$ cat src/rtl/uart_frame_receiver_if.sv
// -----------------------------------------------------------------------------
// uart_frame_receiver_if
//   Groups the serial line, the receive-FIFO read port and the error-flag
//   signals of uart_frame_receiver into one bundle.
//
//   Signals
//     rx          serial line into the receiver, idle high
//     rd_en       consumer request to pop the FIFO head byte
//     rd_data     FIFO head byte, 8'h00 when empty
//     rd_valid    FIFO holds at least one byte
//     fifo_count  number of bytes held
//     parity_err  sticky: a frame was dropped for bad parity
//     frame_err   sticky: a frame was dropped for a low stop bit
//     overrun     sticky: a good frame was dropped because the FIFO was full
//     err_clear   clears the three sticky flags
//
//   Modports
//     master  the receiver itself (drives the read data and the flags)
//     slave   the line driver / byte consumer on the far side
// -----------------------------------------------------------------------------
interface uart_frame_receiver_if #(
    parameter int CNT_W = 5
);
    logic             rx;
    logic             rd_en;
    logic [7:0]       rd_data;
    logic             rd_valid;
    logic [CNT_W-1:0] fifo_count;
    logic             parity_err;
    logic             frame_err;
    logic             overrun;
    logic             err_clear;

    modport master (
        input  rx, rd_en, err_clear,
        output rd_data, rd_valid, fifo_count, parity_err, frame_err, overrun
    );

    modport slave (
        output rx, rd_en, err_clear,
        input  rd_data, rd_valid, fifo_count, parity_err, frame_err, overrun
    );
endinterface

$ cat src/rtl/uart_frame_receiver.sv
// -----------------------------------------------------------------------------
// uart_frame_receiver
//   Far-end receiver for a UART tx line. A frame is a start bit (0), 8 data
//   bits LSB first, an even parity bit and at least one stop bit (1). Good
//   bytes are queued in a show-ahead FIFO; bad frames are dropped and flagged
//   through sticky error bits.
//
//   Ports
//     clock      system clock, rising edge
//     init_flag  asynchronous active-low reset
//     bus        uart_frame_receiver_if.master (serial in, FIFO read port,
//                sticky error flags and their clear)
// -----------------------------------------------------------------------------
module uart_frame_receiver #(
    parameter int CLKS_PER_BIT = 4166,
    parameter int FIFO_DEPTH   = 16,
    parameter int CNT_W        = 5
) (
    input  logic                   clock,
    input  logic                   init_flag,
    uart_frame_receiver_if.master  bus
);

    localparam int BW = $clog2(CLKS_PER_BIT);
    localparam int PW = $clog2(FIFO_DEPTH);

    localparam logic [BW-1:0]    CNT_LAST = BW'(CLKS_PER_BIT - 1);
    localparam logic [BW-1:0]    CNT_HALF = BW'(CLKS_PER_BIT / 2 - 1);
    localparam logic [CNT_W-1:0] CNT_FULL = CNT_W'(FIFO_DEPTH);

    typedef enum logic [2:0] {
        ST_IDLE,
        ST_START,
        ST_DATA,
        ST_PARITY,
        ST_STOP,
        ST_BREAK
    } state_t;

    // ------------------------------------------------------------------
    // rx synchronizer (both flops reset to the idle line level)
    // ------------------------------------------------------------------
    logic rx_meta_q;
    logic rx_s_q;

    // NOTE: sequential state is updated with <= so every flop samples the
    // pre-edge value of its source; blocking here would collapse the two
    // synchronizer stages into one.
    always_ff @(posedge clock or negedge init_flag) begin
        if (!init_flag) begin
            rx_meta_q <= 1'b1;
            rx_s_q    <= 1'b1;
        end else begin
            rx_meta_q <= bus.rx;
            rx_s_q    <= rx_meta_q;
        end
    end

    // ------------------------------------------------------------------
    // Frame decoder FSM
    // ------------------------------------------------------------------
    state_t        state_q,   state_d;
    logic [BW-1:0] cnt_q,     cnt_d;
    logic [2:0]    bit_idx_q, bit_idx_d;
    logic [7:0]    data_q,    data_d;
    logic          par_ok_q,  par_ok_d;

    logic push;
    logic set_par;
    logic set_frame;

    always_ff @(posedge clock or negedge init_flag) begin
        if (!init_flag) begin
            state_q   <= ST_IDLE;
            cnt_q     <= '0;
            bit_idx_q <= '0;
            data_q    <= '0;
            par_ok_q  <= 1'b0;
        end else begin
            state_q   <= state_d;
            cnt_q     <= cnt_d;
            bit_idx_q <= bit_idx_d;
            data_q    <= data_d;
            par_ok_q  <= par_ok_d;
        end
    end

    // NOTE: every signal driven here gets a default before the case, so no
    // path leaves one unassigned and no latch is inferred.
    always_comb begin
        state_d   = state_q;
        cnt_d     = cnt_q;
        bit_idx_d = bit_idx_q;
        data_d    = data_q;
        par_ok_d  = par_ok_q;
        push      = 1'b0;
        set_par   = 1'b0;
        set_frame = 1'b0;

        unique case (state_q)
            ST_IDLE: begin
                if (!rx_s_q) begin
                    state_d = ST_START;
                    cnt_d   = '0;
                end
            end

            // Re-check the line at mid start bit; a short low pulse is a
            // glitch and is ignored without raising any flag.
            ST_START: begin
                if (cnt_q == CNT_HALF) begin
                    cnt_d = '0;
                    if (!rx_s_q) begin
                        state_d   = ST_DATA;
                        bit_idx_d = '0;
                    end else begin
                        state_d = ST_IDLE;
                    end
                end else begin
                    cnt_d = cnt_q + 1'b1;
                end
            end

            // Counting restarts at mid start bit, so each terminal count
            // lands in the middle of the next bit cell.
            ST_DATA: begin
                if (cnt_q == CNT_LAST) begin
                    cnt_d             = '0;
                    data_d[bit_idx_q] = rx_s_q;
                    if (bit_idx_q == 3'd7) begin
                        state_d = ST_PARITY;
                    end else begin
                        bit_idx_d = bit_idx_q + 1'b1;
                    end
                end else begin
                    cnt_d = cnt_q + 1'b1;
                end
            end

            ST_PARITY: begin
                if (cnt_q == CNT_LAST) begin
                    cnt_d    = '0;
                    par_ok_d = (rx_s_q == ^data_q);
                    state_d  = ST_STOP;
                end else begin
                    cnt_d = cnt_q + 1'b1;
                end
            end

            // Frame error outranks parity error: only one flag per frame.
            ST_STOP: begin
                if (cnt_q == CNT_LAST) begin
                    cnt_d = '0;
                    if (!rx_s_q) begin
                        set_frame = 1'b1;
                        state_d   = ST_BREAK;
                    end else if (!par_ok_q) begin
                        set_par = 1'b1;
                        state_d = ST_IDLE;
                    end else begin
                        push    = 1'b1;
                        state_d = ST_IDLE;
                    end
                end else begin
                    cnt_d = cnt_q + 1'b1;
                end
            end

            // A line held low after a bad stop bit is not a new start bit.
            ST_BREAK: begin
                if (rx_s_q) begin
                    state_d = ST_IDLE;
                end
            end

            default: begin
                state_d = ST_IDLE;
            end
        endcase
    end

    // ------------------------------------------------------------------
    // Show-ahead receive FIFO
    // ------------------------------------------------------------------
    logic [7:0]       mem [FIFO_DEPTH];
    logic [PW-1:0]    wr_ptr_q, wr_ptr_d;
    logic [PW-1:0]    rd_ptr_q, rd_ptr_d;
    logic [CNT_W-1:0] count_q,  count_d;

    logic empty;
    logic full;
    logic pop;
    logic push_ok;
    logic overrun_set;

    assign empty = (count_q == '0);
    assign full  = (count_q == CNT_FULL);
    assign pop   = bus.rd_en && !empty;
    // A pop in the same cycle frees the slot, so a push into a full FIFO is
    // still accepted then.
    assign push_ok     = push && (!full || pop);
    assign overrun_set = push && full && !pop;

    always_comb begin
        wr_ptr_d = wr_ptr_q;
        rd_ptr_d = rd_ptr_q;
        count_d  = count_q;
        if (push_ok) begin
            wr_ptr_d = wr_ptr_q + 1'b1;
        end
        if (pop) begin
            rd_ptr_d = rd_ptr_q + 1'b1;
        end
        if (push_ok && !pop) begin
            count_d = count_q + 1'b1;
        end else if (pop && !push_ok) begin
            count_d = count_q - 1'b1;
        end
    end

    always_ff @(posedge clock or negedge init_flag) begin
        if (!init_flag) begin
            wr_ptr_q <= '0;
            rd_ptr_q <= '0;
            count_q  <= '0;
        end else begin
            wr_ptr_q <= wr_ptr_d;
            rd_ptr_q <= rd_ptr_d;
            count_q  <= count_d;
        end
    end

    // NOTE: the storage array has no reset; an entry is only visible once
    // count covers it, and rd_data is forced to zero while empty.
    always_ff @(posedge clock) begin
        if (push_ok) begin
            mem[wr_ptr_q] <= data_q;
        end
    end

    // ------------------------------------------------------------------
    // Sticky error flags (a new event wins over err_clear)
    // ------------------------------------------------------------------
    logic parity_err_q, parity_err_d;
    logic frame_err_q,  frame_err_d;
    logic overrun_q,    overrun_d;

    assign parity_err_d = set_par     | (parity_err_q & ~bus.err_clear);
    assign frame_err_d  = set_frame   | (frame_err_q  & ~bus.err_clear);
    assign overrun_d    = overrun_set | (overrun_q    & ~bus.err_clear);

    always_ff @(posedge clock or negedge init_flag) begin
        if (!init_flag) begin
            parity_err_q <= 1'b0;
            frame_err_q  <= 1'b0;
            overrun_q    <= 1'b0;
        end else begin
            parity_err_q <= parity_err_d;
            frame_err_q  <= frame_err_d;
            overrun_q    <= overrun_d;
        end
    end

    // ------------------------------------------------------------------
    // Outputs
    // ------------------------------------------------------------------
    assign bus.rd_data    = empty ? 8'h00 : mem[rd_ptr_q];
    assign bus.rd_valid   = !empty;
    assign bus.fifo_count = count_q;
    assign bus.parity_err = parity_err_q;
    assign bus.frame_err  = frame_err_q;
    assign bus.overrun    = overrun_q;

endmodule

$ cat src/flat_wrapper.sv
// flat-port wrapper written by rule: the top's interface ports become plain ports
module uart_frame_receiver_flat 
#(
    parameter int CLKS_PER_BIT = 4166,
    parameter int FIFO_DEPTH   = 16,
    parameter int CNT_W        = 5
)
  (clock, init_flag, bus_rx, bus_rd_en, bus_err_clear, bus_rd_data, bus_rd_valid, bus_fifo_count, bus_parity_err, bus_frame_err, bus_overrun);
  uart_frame_receiver_if #(.CNT_W(CNT_W)) bus_i ();
  input  logic clock;
  input  logic init_flag;
  input wire logic [$bits(bus_i.rx)-1:0] bus_rx;
  input wire logic [$bits(bus_i.rd_en)-1:0] bus_rd_en;
  input wire logic [$bits(bus_i.err_clear)-1:0] bus_err_clear;
  output wire logic [$bits(bus_i.rd_data)-1:0] bus_rd_data;
  output wire logic [$bits(bus_i.rd_valid)-1:0] bus_rd_valid;
  output wire logic [$bits(bus_i.fifo_count)-1:0] bus_fifo_count;
  output wire logic [$bits(bus_i.parity_err)-1:0] bus_parity_err;
  output wire logic [$bits(bus_i.frame_err)-1:0] bus_frame_err;
  output wire logic [$bits(bus_i.overrun)-1:0] bus_overrun;
  assign bus_i.rx = bus_rx;
  assign bus_i.rd_en = bus_rd_en;
  assign bus_i.err_clear = bus_err_clear;
  assign bus_rd_data = bus_i.rd_data;
  assign bus_rd_valid = bus_i.rd_valid;
  assign bus_fifo_count = bus_i.fifo_count;
  assign bus_parity_err = bus_i.parity_err;
  assign bus_frame_err = bus_i.frame_err;
  assign bus_overrun = bus_i.overrun;
  uart_frame_receiver #(.CLKS_PER_BIT(CLKS_PER_BIT), .FIFO_DEPTH(FIFO_DEPTH), .CNT_W(CNT_W)) u_core (.clock(clock), .init_flag(init_flag), .bus(bus_i));
endmodule
$ cat config.mk
export PLATFORM = sky130hd
export DESIGN_NAME = uart_frame_receiver_flat
export DESIGN_NICKNAME = d
export VERILOG_FILES = /design/src/rtl/uart_frame_receiver_if.sv /design/src/rtl/uart_frame_receiver.sv /design/src/flat_wrapper.sv
export SDC_FILE = /design/constraint.sdc
export NUM_CORES = 1
export LEC_CHECK = 0
export ABC_AREA = 1
export BUFFER_PORTS_ARGS = -buffer_cell sky130_fd_sc_hd__buf_2
export CELL_PAD_IN_SITES_DETAIL_PLACEMENT = 1
export CELL_PAD_IN_SITES_GLOBAL_PLACEMENT = 1
export CORE_ASPECT_RATIO = 0.6
export CORE_UTILIZATION = 49
export DETAILED_ROUTE_END_ITERATION = 10
export PLACE_DENSITY = 0.78
export SYNTH_ARGS = -nofsm -noshare
export SYNTH_HDL_FRONTEND = slang
export SYNTH_SLANG_ARGS = --single-unit
$ cat constraint.sdc
create_clock -name clock -period 3.1 [get_ports clock]
set_input_delay 0.155 -clock clock [delete_from_list [all_inputs] [get_ports clock]]
set_output_delay 0.155 -clock clock [all_outputs]
set_load 0.03 [all_outputs]
==> results of run 1 <==
## final timing paths
check	startpoint	endpoint	slack [ns]	depth (start not counted)
min	bus_err_clear	u_core.bus.overrun	0.02	4
min in group asynchronous	init_flag	u_core.bit_idx_q[0]	0.38	2
max reg2reg	u_core.cnt_q[1]	u_core.bus.fifo_count[4]	0.24	17
max in group asynchronous	init_flag	u_core.rd_ptr_q[0]	1.96	3
max	u_core.cnt_q[1]	u_core.bus.fifo_count[4]	0.24	17
min reg2reg	u_core.rx_meta_q	u_core.rx_s_q	0.37	0
## layer usage
layer	wire length (um)	track usage	vias to the layer above	part of all wire
met4	308	0.08327	0	0.013
met2	10390	0.4497	183	0.44
met3	1652	0.07464	33	0.071
met1	11070	0.4190	3168	0.47
li1	-	-	2892	-
met5	0	0	-	0
## power groups by stage
stage	logic, uW	clock network, uW	registers [uW]
2_1_floorplan	5.95	0	2520
4_1_cts	26.7	2140	2480
3_5_place_dp	24.5	0	2530
6_report	25.6	2110	2480
5_1_grt	29.2	2210	2480
3_3_place_gp	23.1	0	2530
## sequential cells by signal (all words and copies together), names as in the netlist
register / count
u_core.state_q: 3
u_core.bus.frame_err: 1
u_core.wr_ptr_q: 4
u_core.mem: 128
u_core.cnt_q: 13
u_core.bus.fifo_count: 5
u_core.bit_idx_q: 3
u_core.rx_meta_q: 1
u_core.rd_ptr_q: 4
u_core.par_ok_q: 1
u_core.bus.parity_err: 1
u_core.data_q: 8
u_core.rx_s_q: 1
u_core.bus.overrun: 1
## repair_timing
item	CTS	global route
hold buffers	2	0
hold endpoints to repair	33	0
setup endpoints to repair	0	2
resized for setup	0	5
## worst reg2reg max path: cells and delay by family, from the launching register on
family          cells  cell delay (ns)
simple gates        7             0.65
buf+inv             3             0.34
compound gates      4             0.56
flops               1             0.42
fa+ha+maj           3             0.79
## cells by family (layout without fill, tap and decap cells)
kind of cell	Yosys count	count (layout)	share of synthesized area
and+or+nand+nor	500	500	0.2630
AOI/OAI and AO/OA	46	46	0.03118
adders and majority gates	16	16	0.02563
buffers and inverters	90	143	0.04492
muxes	1	1	0.001389
DFF	174	174	0.6165
xor gates and xnor gates	16	16	0.01729
## final cells by class
type,instances,area (um^2),share of cell area
clock buffer,17,425.4,0.04653
multi-input combinational,579,2755,0.3014
tap,203,254.0,0.02778
inverter,62,234.0,0.02559
sequential,174,4999,0.5467
timing repair buffer,49,332.8,0.03640
clock inverter,15,142.6,0.01560
## layout by cell type, fill, tap and decap left out, drive strengths merged
cell type	instances
a31oi	1
buf	47
inv	66
clkinvlp	1
nor2	73
nand4	10
dfrtp	44
xnor2	4
mux2	1
o21ai	24
nand2	286
ha	15
dfstp	2
edfxtp	128
o211ai	3
a21oi	16
o31ai	1
clkbuf	17
a22o	1
dlygate4sd3	2
nand3	127
nor3	4
clkinv	10
xor2	12
fa	1
## per-stage QoR
step / setup WS [ns] / std cells / hold slack, ns
after floorplan: 0.5547 / 843 / -0.1406
after global placement: 0.3201 / 1065 / 0.2612
after detailed placement: 0.09633 / 1065 / 0.2625
after CTS: 0.07967 / 1099 / 0.00002617
after global routing: -0.006323 / 1099 / 0.03368
final: 0.2433 / 1099 / 0.01652
==> flow_metrics.env, run 1 <==
export IMPL_yosysWarnings=0
export IMPL_post_cts_buffers=0
export IMPL_cp_arrival_ns=3.19
export IMPL_vias=6276
export IMPL_startpoint_type="flip-flop"
export IMPL_critPathCaptureType="flip-flop"
export IMPL_overflow=0
export IMPL_utilization=0.5799
export IMPL_clockPowerShare=0.457
export IMPL_drtPass1Iterations=5
export IMPL_avgSynthCellArea_um2=9.615
export IMPL_placement_io_buffers=21
export IMPL_synth_area_um2=8105
export IMPL_postRouteAntennaNets=0
export IMPL_grt_pass1_vias=6430
export IMPL_internal_power_uw=3546
export IMPL_drv_cap=0
export IMPL_fillers=1753
export IMPL_clock_latency_ns=0.45
export IMPL_cts_path_max_buffers=2
export IMPL_rows=35
export IMPL_synth_area_top_cells="edfxtp_1, dfrtp_1, nand2_1, nand3_1, nor2_1"
export IMPL_synth_largest_area_cell="edfxtp_1"
export IMPL_synth_ff_type="edfxtp_1"
export IMPL_ys_types=34
export IMPL_drt_iter0_drc=564
export IMPL_async_reset_ff_frac=0.2644
export IMPL_antenna_cells=0
export IMPL_nets=904
export IMPL_finalSetupTns_ns=0
export IMPL_p_comb_frac=0.006
export IMPL_ys_seq_area_frac=0.6165
export IMPL_clock_sinks=174
export IMPL_top_level_ports=22
export IMPL_core_area_um2=15770
export IMPL_total_power_uw=4607
export IMPL_power_leakage_uw=0.004010
export IMPL_hold_viol_final=0
export IMPL_synth_edf_count=128
export IMPL_drive_above_1_share=0.1205
export IMPL_die_h_um=101.6
export IMPL_cpPeakStageDelay_ns=0.42
export IMPL_placedInstanceArea_um2=8543
export IMPL_synth_top_area_frac=0.4742
export IMPL_critical_path_most_common_cell="nand2_1"
export IMPL_crit_fanout=8
export IMPL_power_switching_uw=1061
export IMPL_finClkSkew_ns=0.01826
export IMPL_start_util=0.5141
export IMPL_cpLargestDelayFamily="adder cells"
export IMPL_cp_cell_sequence="inv_1 -> ha_2 -> nand2_1 -> nor2_1 -> nand2_1 -> nor2_4 -> nand3_2 -> clkinv_2 -> ha_1 -> inv_2 -> ha_1 -> a21oi_1 -> o21ai_1 -> a21oi_2 -> o21ai_0 -> nand2_1 -> nand2_1"
export IMPL_cts_root_buf="clkbuf_16"
export IMPL_via_per_inst=5.711
export IMPL_vdd_drop_max_uv=386.6
export IMPL_critical_path_class="flip-flop to flip-flop"
export IMPL_area_growth_pct=12.80
export IMPL_slew_headroom=0.3946
export IMPL_crit_buf_inv=3
export IMPL_hp_class="primary input to flip-flop"
export IMPL_cp_required_ns=3.43
export IMPL_numCtsBuffers=17
export IMPL_sequentialPowerShare=0.537
export IMPL_track_usage=0.2942
export IMPL_wl_per_cell_um=21.31
export IMPL_wirelength_mm=23.42
export IMPL_final_area_um2=9143
export IMPL_min_period_ns=2.857
export IMPL_yosys_top_cells_count="nand2_1, edfxtp_1, nand3_1"
export IMPL_cp_slowest_cell="dfrtp_1"
export IMPL_power_per_cell_area_nw_per_um2=503.9
export IMPL_switching_share=0.2303
export IMPL_period_share=0.9215
export IMPL_synth_seq_cells=174
export IMPL_status="finished, final reports clean"
export IMPL_synthCells=843
export IMPL_grt_pass1_wl_mm=36.56
export IMPL_antenna_found_initial=0
export IMPL_post_route_drc_count=0
export IMPL_htreeDepth=4
export IMPL_tightestPinTransition_ns=0.9081
export IMPL_gp_congestion=0.9119
export IMPL_fmax_mhz=350.1
export IMPL_postSynthNetCount=864
export IMPL_slew_violations=0
export IMPL_dieArea_um2=17080
export IMPL_synth_most_common_cell="nand2_1"
export IMPL_setup_violations=0
export IMPL_cts_tree="yes"
export IMPL_clkSlewWorstSetupHoldPaths_ns=0.07
export IMPL_die_w_um=168.0
export IMPL_dp_hpwl_mm=15.78
export IMPL_grt_max_degree=43
Power figures use the tool's default switching activity.
==> run 2: changes to the inputs <==
Settings changed: ABC_AREA 1 to 0, CORE_UTILIZATION 49 to 53.
==> run 2 against run 1 <==
  * Register-to-register slack worse by 0.22 ns
  * Global-route usage is 2.9 points lower
  * Sequential power is 8% higher
  * Clock-buffer cell count stayed put
  * Sequential share of layout area is 2.9 points higher
  * Power is 20% higher
  * Worst hold slack better by 0.10 ns
  * Via count is 30% lower
  * Sequential cell count stayed put
  * First-iteration DRC count is 21% lower
  * Largest cell class unchanged
  * Highest routed layer unchanged
==> flow_metrics.env, run 2 <==
export IMPL_post_route_drc_count=0
export IMPL_synthXorXnorAreaFrac=0.02072
export IMPL_hold_viol_final=0
export IMPL_min_period_ns=3.075
export IMPL_area_growth_pct=14.08
export IMPL_start_util=0.5500
export IMPL_synthMuxAreaShare=0.1257
export IMPL_final_common_cell="edfxtp_1"
export IMPL_clock_latency_ns=0.42
export IMPL_postSynthNetCount=488
export IMPL_ff2ff_path_depth=11
export IMPL_synth_ff_type="edfxtp_1"
export IMPL_top_level_ports=22
export IMPL_synth_fa_ha_area_frac=0.02730
export IMPL_critPathCaptureType="flip-flop"
export IMPL_grt_max_degree=47
export IMPL_antenna_found_initial=0
export IMPL_power_switching_uw=1582
export IMPL_finalSetupTns_ns=0
export IMPL_dieArea_um2=14850
export IMPL_final_cell_mix="edfxtp_1, dfrtp_1, mux4_2"
export IMPL_cp_arrival_ns=3.43
export IMPL_crit_fanout=6
export IMPL_drv_cap=0
export IMPL_fin_cells=724
export IMPL_p_comb_frac=0.152
export IMPL_tightestPinTransition_ns=1.142
export IMPL_via_per_inst=6.046
export IMPL_top_regs="u_core.mem: 128 flops, u_core.cnt_q: 13 flops, u_core.data_q: 8 flops"
export IMPL_internal_power_uw=3963
export IMPL_grt_pass1_wl_mm=27.71
export IMPL_synthCells=467
export IMPL_synth_seq_cells=174
export IMPL_vdd_drop_max_uv=460.3
export IMPL_dp_hpwl_mm=11.63
export IMPL_rsz0062_at_grt="yes"
export IMPL_yosysWarnings=0
export IMPL_period_share=0.9920
export IMPL_nets=540
export IMPL_fillers=1249
export IMPL_clkSlewWorstSetupHoldPaths_ns=0.07
export IMPL_rows=33
export IMPL_wirelength_mm=18.03
export IMPL_synth_simple_gate_area_frac=0.08882
export IMPL_htreeDepth=4
export IMPL_largest_reg_flops=128
export IMPL_cts_tree="yes"
export IMPL_hold_start="bus_rd_en"
export IMPL_hp_class="primary input to flip-flop"
export IMPL_finClkSkew_ns=0.007879
export IMPL_yosys_top_cells_count="edfxtp_1, dfrtp_1, mux4_2"
export IMPL_avgSynthCellArea_um2=16.29
export IMPL_slew_headroom=0.2389
export IMPL_switching_share=0.2853
export IMPL_track_usage=0.2649
export IMPL_grt_pass1_vias=4594
export IMPL_whs_path_depth=3
export IMPL_synth_most_common_cell="edfxtp_1"
export IMPL_core_area_um2=13830
export IMPL_synth_top_area_frac=0.5053
export IMPL_clockPowerShare=0.367
export IMPL_status="finished, final reports clean"
export IMPL_gp_congestion=0.8112
export IMPL_ys_types=61
export IMPL_die_h_um=94.80
export IMPL_startpoint_type="flip-flop"
export IMPL_numCtsBuffers=17
export IMPL_wl_per_cell_um=24.91
export IMPL_placement_io_buffers=21
export IMPL_ys_seq_area_frac=0.6569
export IMPL_fmax_mhz=325.2
export IMPL_die_w_um=156.7
export IMPL_multi_input_area_um2=2461
export IMPL_synth_edf_count=128
export IMPL_drive_above_1_share=0.2838
export IMPL_timing_rr_end="u_core.bus.fifo_count[4]"
export IMPL_cp_required_ns=3.46
export IMPL_synth_largest_area_cell="edfxtp_1"
export IMPL_regMostFlops="u_core.mem"
export IMPL_cts_path_max_buffers=2
export IMPL_async_reset_ff_frac=0.2644
export IMPL_slew_violations=0
export IMPL_synth_top_family_by_area="multiplexers"
export IMPL_power_leakage_uw=0.003482
export IMPL_placed_cells=687
export IMPL_sequentialPowerShare=0.481
export IMPL_cts_root_buf="clkbuf_16"
export IMPL_synth_area_top_cells="edfxtp_1, dfrtp_1, mux4_2, ha_1, xnor2_1"
export IMPL_postRouteAntennaNets=0
export IMPL_r2r_slack_ns=0.02
export IMPL_setup_violations=0
export IMPL_drt_iter0_drc=448
export IMPL_final_seq_area_um2=5000
export IMPL_r2r_start="u_core.cnt_q[10]"
export IMPL_synth_area_um2=7607
export IMPL_critical_path_class="flip-flop to flip-flop"
export IMPL_vias=4377
export IMPL_drtPass1Iterations=4
export IMPL_synth_compound_area_frac=0.05674
export IMPL_overflow=0
export IMPL_clock_sinks=174
export IMPL_power_per_cell_area_nw_per_um2=638.9
export IMPL_antenna_cells=0
export IMPL_holdPathEnd="u_core.bus.overrun"
==> run 2: changes by cell type after synthesis, sizes merged, moves of 10 or more <==
cell	delta
nand2	-256
nand3	-120
xnor2	+12
and2	+14
inv	-47
mux4	+40
xor2	-10
nor2	-59
==> run 2: cell type report <==
class,count,share of cell area
sequential,174,0.5761
timing repair buffer,56,0.04325
clock inverter,15,0.01442
multi-input combinational,257,0.2836
inverter,13,0.005911
tap,192,0.02768
clock buffer,17,0.04902
==> run 2: routing by layer <==
metal | share of wire | GRT usage | routed length, um
met5 | 0 | 0 | 0
met2 | 0.47 | 0.4115 | 8466
met4 | 0.017 | 0.09232 | 315
met1 | 0.46 | 0.3854 | 8315
met3 | 0.052 | 0.04039 | 935
==> run 2: per-stage QoR <==
step | instance area, um^2 | power [uW] | hold slack, ns | utilization | setup slack, ns
6_report | 8678 | 5545 | 0.1206 | 0.6274 | 0.02465
5_1_grt | 8678 | 5739 | 0.1767 | 0.6274 | -0.1024
4_1_cts | 8662 | 5597 | 0.1218 | 0.6262 | 0.01461
3_5_place_dp | 8082 | 3572 | 0.2616 | 0.5843 | 0.03309
3_3_place_gp | 8082 | 3541 | 0.2618 | 0.5843 | 0.1080
2_1_floorplan | 7646 | 3333 | -0.1406 | - | -0.01055
==> run 2: cells by family after synthesis <==
group	after synthesis
muxes	45
buffers and inverters	36
adders and majority gates	16
AOI/OAI and AO/OA	61
DFF	174
and+or+nand+nor	117
xor gates and xnor gates	18
==> run 2: worst max-delay path by stage <==
stage                                start                  endpoint  depth (start not counted)
after floorplan            u_core.cnt_q[3]  u_core.bus.fifo_count[4]                         12
after global placement     u_core.cnt_q[8]  u_core.bus.fifo_count[4]                         11
after detailed placement   u_core.cnt_q[8]  u_core.bus.fifo_count[4]                         11
after CTS                  u_core.cnt_q[8]  u_core.bus.fifo_count[4]                         11
after global routing      u_core.cnt_q[10]  u_core.bus.fifo_count[4]                         11
final                     u_core.cnt_q[10]  u_core.bus.fifo_count[4]                         11
==> run 2: what timing repair did <==
action | in CTS | in global routing
gates resized for setup | 0 | 1
hold buffers | 3 | 0
gates cloned | 0 | 0
hold endpoints to repair | 48 | 0
setup buffers | 0 | 2
pin swaps | 1 | 1
setup endpoints to repair | 1 | 1
==> run 2: power by group through the flow <==
stage | clock, uW | combinational, uW | sequential, uW
floorplan | 0 | 636 | 2700
global placement | 0 | 832 | 2710
CTS | 2060 | 869 | 2670
finish | 2030 | 843 | 2670
detailed placement | 0 | 855 | 2720
global route | 2130 | 928 | 2680
==> run 2: critical path: stages (launching register included) <==
cell	delay, ns
dfrtp_2	0.46
or4_4	0.52
nor4_4	0.38
and3_4	0.26
ha_4	0.16
inv_4	0.05
ha_4	0.21
nor2b_1	0.14
o21a_1	0.18
or3_1	0.36
a21oi_2	0.14
xor2_1	0.14
==> run 3: changes to the inputs <==
Settings changed: MAX_ROUTING_LAYER from default to met4, SKIP_LAST_GASP from default to 1.
==> run 3 against run 2 <==
  * Clock power about the same
  * Die area stayed put
  * Sequential cell count did not move
  * Worst hold slack gained 0.0024 ns
  * Power about the same
  * Global-route usage rose by 0.90 points
  * Sequential power barely moved
  * Critical path type unchanged
  * Largest cell class unchanged
==> flow_metrics.env, run 3 (synthesized netlist as in run 2, its figures left out) <==
export IMPL_worst_slack_ns=0.02318
export IMPL_p_comb_frac=0.152
export IMPL_clock_latency_ns=0.42
export IMPL_dieArea_um2=14850
export IMPL_clockPowerShare=0.367
export IMPL_rsz0062_at_grt="yes"
export IMPL_placement_io_buffers=21
export IMPL_dp_hpwl_mm=11.63
export IMPL_power_per_cell_area_nw_per_um2=639.3
export IMPL_overflow=0
export IMPL_status="finished, final reports clean"
export IMPL_final_cell_mix="edfxtp_1, dfrtp_1, mux4_2"
export IMPL_post_route_drc_count=0
export IMPL_critical_path_class="flip-flop to flip-flop"
export IMPL_die_h_um=94.80
export IMPL_largest_reg_flops=128
export IMPL_r2r_slack_ns=0.02
export IMPL_drtPass1Iterations=5
export IMPL_drive_above_1_share=0.2838
export IMPL_hold_viol_final=0
export IMPL_fillers=1249
export IMPL_antenna_cells=0
export IMPL_track_usage=0.2739
export IMPL_hp_class="primary input to flip-flop"
export IMPL_cp_required_ns=3.45
export IMPL_ff2ff_path_depth=11
export IMPL_period_share=0.9925
export IMPL_slew_violations=0
export IMPL_area_growth_pct=14.08
export IMPL_numCtsBuffers=17
export IMPL_nets=540
export IMPL_crit_fanout=6
export IMPL_clkSlewWorstSetupHoldPaths_ns=0.07
export IMPL_grt_pass1_vias=4576
export IMPL_sequentialPowerShare=0.481
export IMPL_wl_per_cell_um=24.91
export IMPL_core_area_um2=13830
export IMPL_wirelength_mm=18.03
export IMPL_antenna_found_initial=0
export IMPL_grt_pass1_wl_mm=27.77
export IMPL_critPathCaptureType="flip-flop"
export IMPL_utilization=0.6274
export IMPL_top_regs="u_core.mem: 128 flops, u_core.cnt_q: 13 flops, u_core.data_q: 8 flops"
export IMPL_vdd_drop_max_uv=459.7
export IMPL_cts_path_max_buffers=2
export IMPL_grt_max_degree=47
export IMPL_cts_tree="yes"
export IMPL_start_util=0.5500
export IMPL_power_leakage_uw=0.003482
export IMPL_top_level_ports=22
export IMPL_via_per_inst=6.040
export IMPL_postRouteAntennaNets=0
export IMPL_slew_headroom=0.2395
export IMPL_internal_power_uw=3963
export IMPL_power_switching_uw=1584
export IMPL_rows=33
export IMPL_fin_hold_ws_ns=0.1229
export IMPL_vias=4373
export IMPL_startpoint_type="flip-flop"
export IMPL_finClkSkew_ns=0.008746
export IMPL_htreeDepth=4
export IMPL_die_w_um=156.7
export IMPL_final_common_cell="edfxtp_1"
export IMPL_finalSetupTns_ns=0
export IMPL_clock_sinks=174
export IMPL_tightestPinTransition_ns=1.141
export IMPL_gp_congestion=0.8232
export IMPL_fmax_mhz=325.0
export IMPL_switching_share=0.2856
export IMPL_total_power_uw=5548
export IMPL_min_period_ns=3.077
export IMPL_whs_path_depth=3
export IMPL_setup_violations=0
export IMPL_drv_cap=0
export IMPL_regMostFlops="u_core.mem"
export IMPL_dp_slack_ns=0.03309
export IMPL_cts_root_buf="clkbuf_16"
export IMPL_cp_arrival_ns=3.43
export IMPL_drt_iter0_drc=451
-- run 3: cell counts in the layout (fill, tap and decap cells not counted) --
No cell type changed its count.
-- run 3: final timing paths --
check,start,end
max,u_core.cnt_q[10],u_core.bus.fifo_count[4]
min,bus_rd_en,u_core.bus.overrun
max reg2reg,u_core.cnt_q[10],u_core.bus.fifo_count[4]
min reg2reg,u_core.rx_meta_q,u_core.rx_s_q
max in group asynchronous,init_flag,u_core.cnt_q[10]
min in group asynchronous,init_flag,u_core.bus.frame_err
-- run 3: cell type report --
| cell class | count | area [um^2] | area share |
|---|---|---|---|
| sequential | 174 | 5000 | 0.5761 |
| multi-input combinational | 257 | 2461 | 0.2836 |
| inverter | 13 | 51.30 | 0.005911 |
| tap | 192 | 240.2 | 0.02768 |
| clock inverter | 15 | 125.1 | 0.01442 |
| timing repair buffer | 56 | 375.4 | 0.04325 |
| clock buffer | 17 | 425.4 | 0.04902 |
-- run 3: power groups by stage --
stage / clock [uW] / sequential, uW / combinational, uW
after global placement: 0 / 2710 / 832
after detailed placement: 0 / 2720 / 855
final: 2030 / 2670 / 844
after CTS: 2060 / 2670 / 869
after floorplan: 0 / 2700 / 636
after global routing: 2140 / 2680 / 926
-- run 3: layer usage --
layer | vias up | track usage | wire, um | part of all wire
met3 | 26 | 0.04452 | 796 | 0.044
met5 | - | - | 0 | 0
met4 | 0 | 0.08987 | 270 | 0.015
met2 | 139 | 0.4096 | 8521 | 0.47
met1 | 2283 | 0.3870 | 8444 | 0.47
li1 | 1925 | - | - | -
-- run 3: stage by stage --
step,instance area (um^2),std cells
floorplan,7646,467
CTS,8662,722
finish,8678,724
global placement,8082,687
detailed placement,8082,687
global route,8678,724
-- run 3: critical path, stage by stage, from the launching register on --
cell,delay [ns]
dfrtp_2,0.46
or4_4,0.52
nor4_4,0.38
and3_4,0.26
ha_4,0.16
inv_4,0.05
ha_4,0.21
nor2b_1,0.14
o21a_1,0.18
or3_1,0.36
a21oi_2,0.14
xor2_1,0.14
-- run 3: repair_timing --
item | 4_1_cts | 5_1_grt
resized for setup | 0 | 1
setup endpoints to repair | 1 | 1
hold endpoints to repair | 48 | 0
buffers inserted | 0 | 2
hold buffers | 3 | 0
pin swaps | 1 | 1
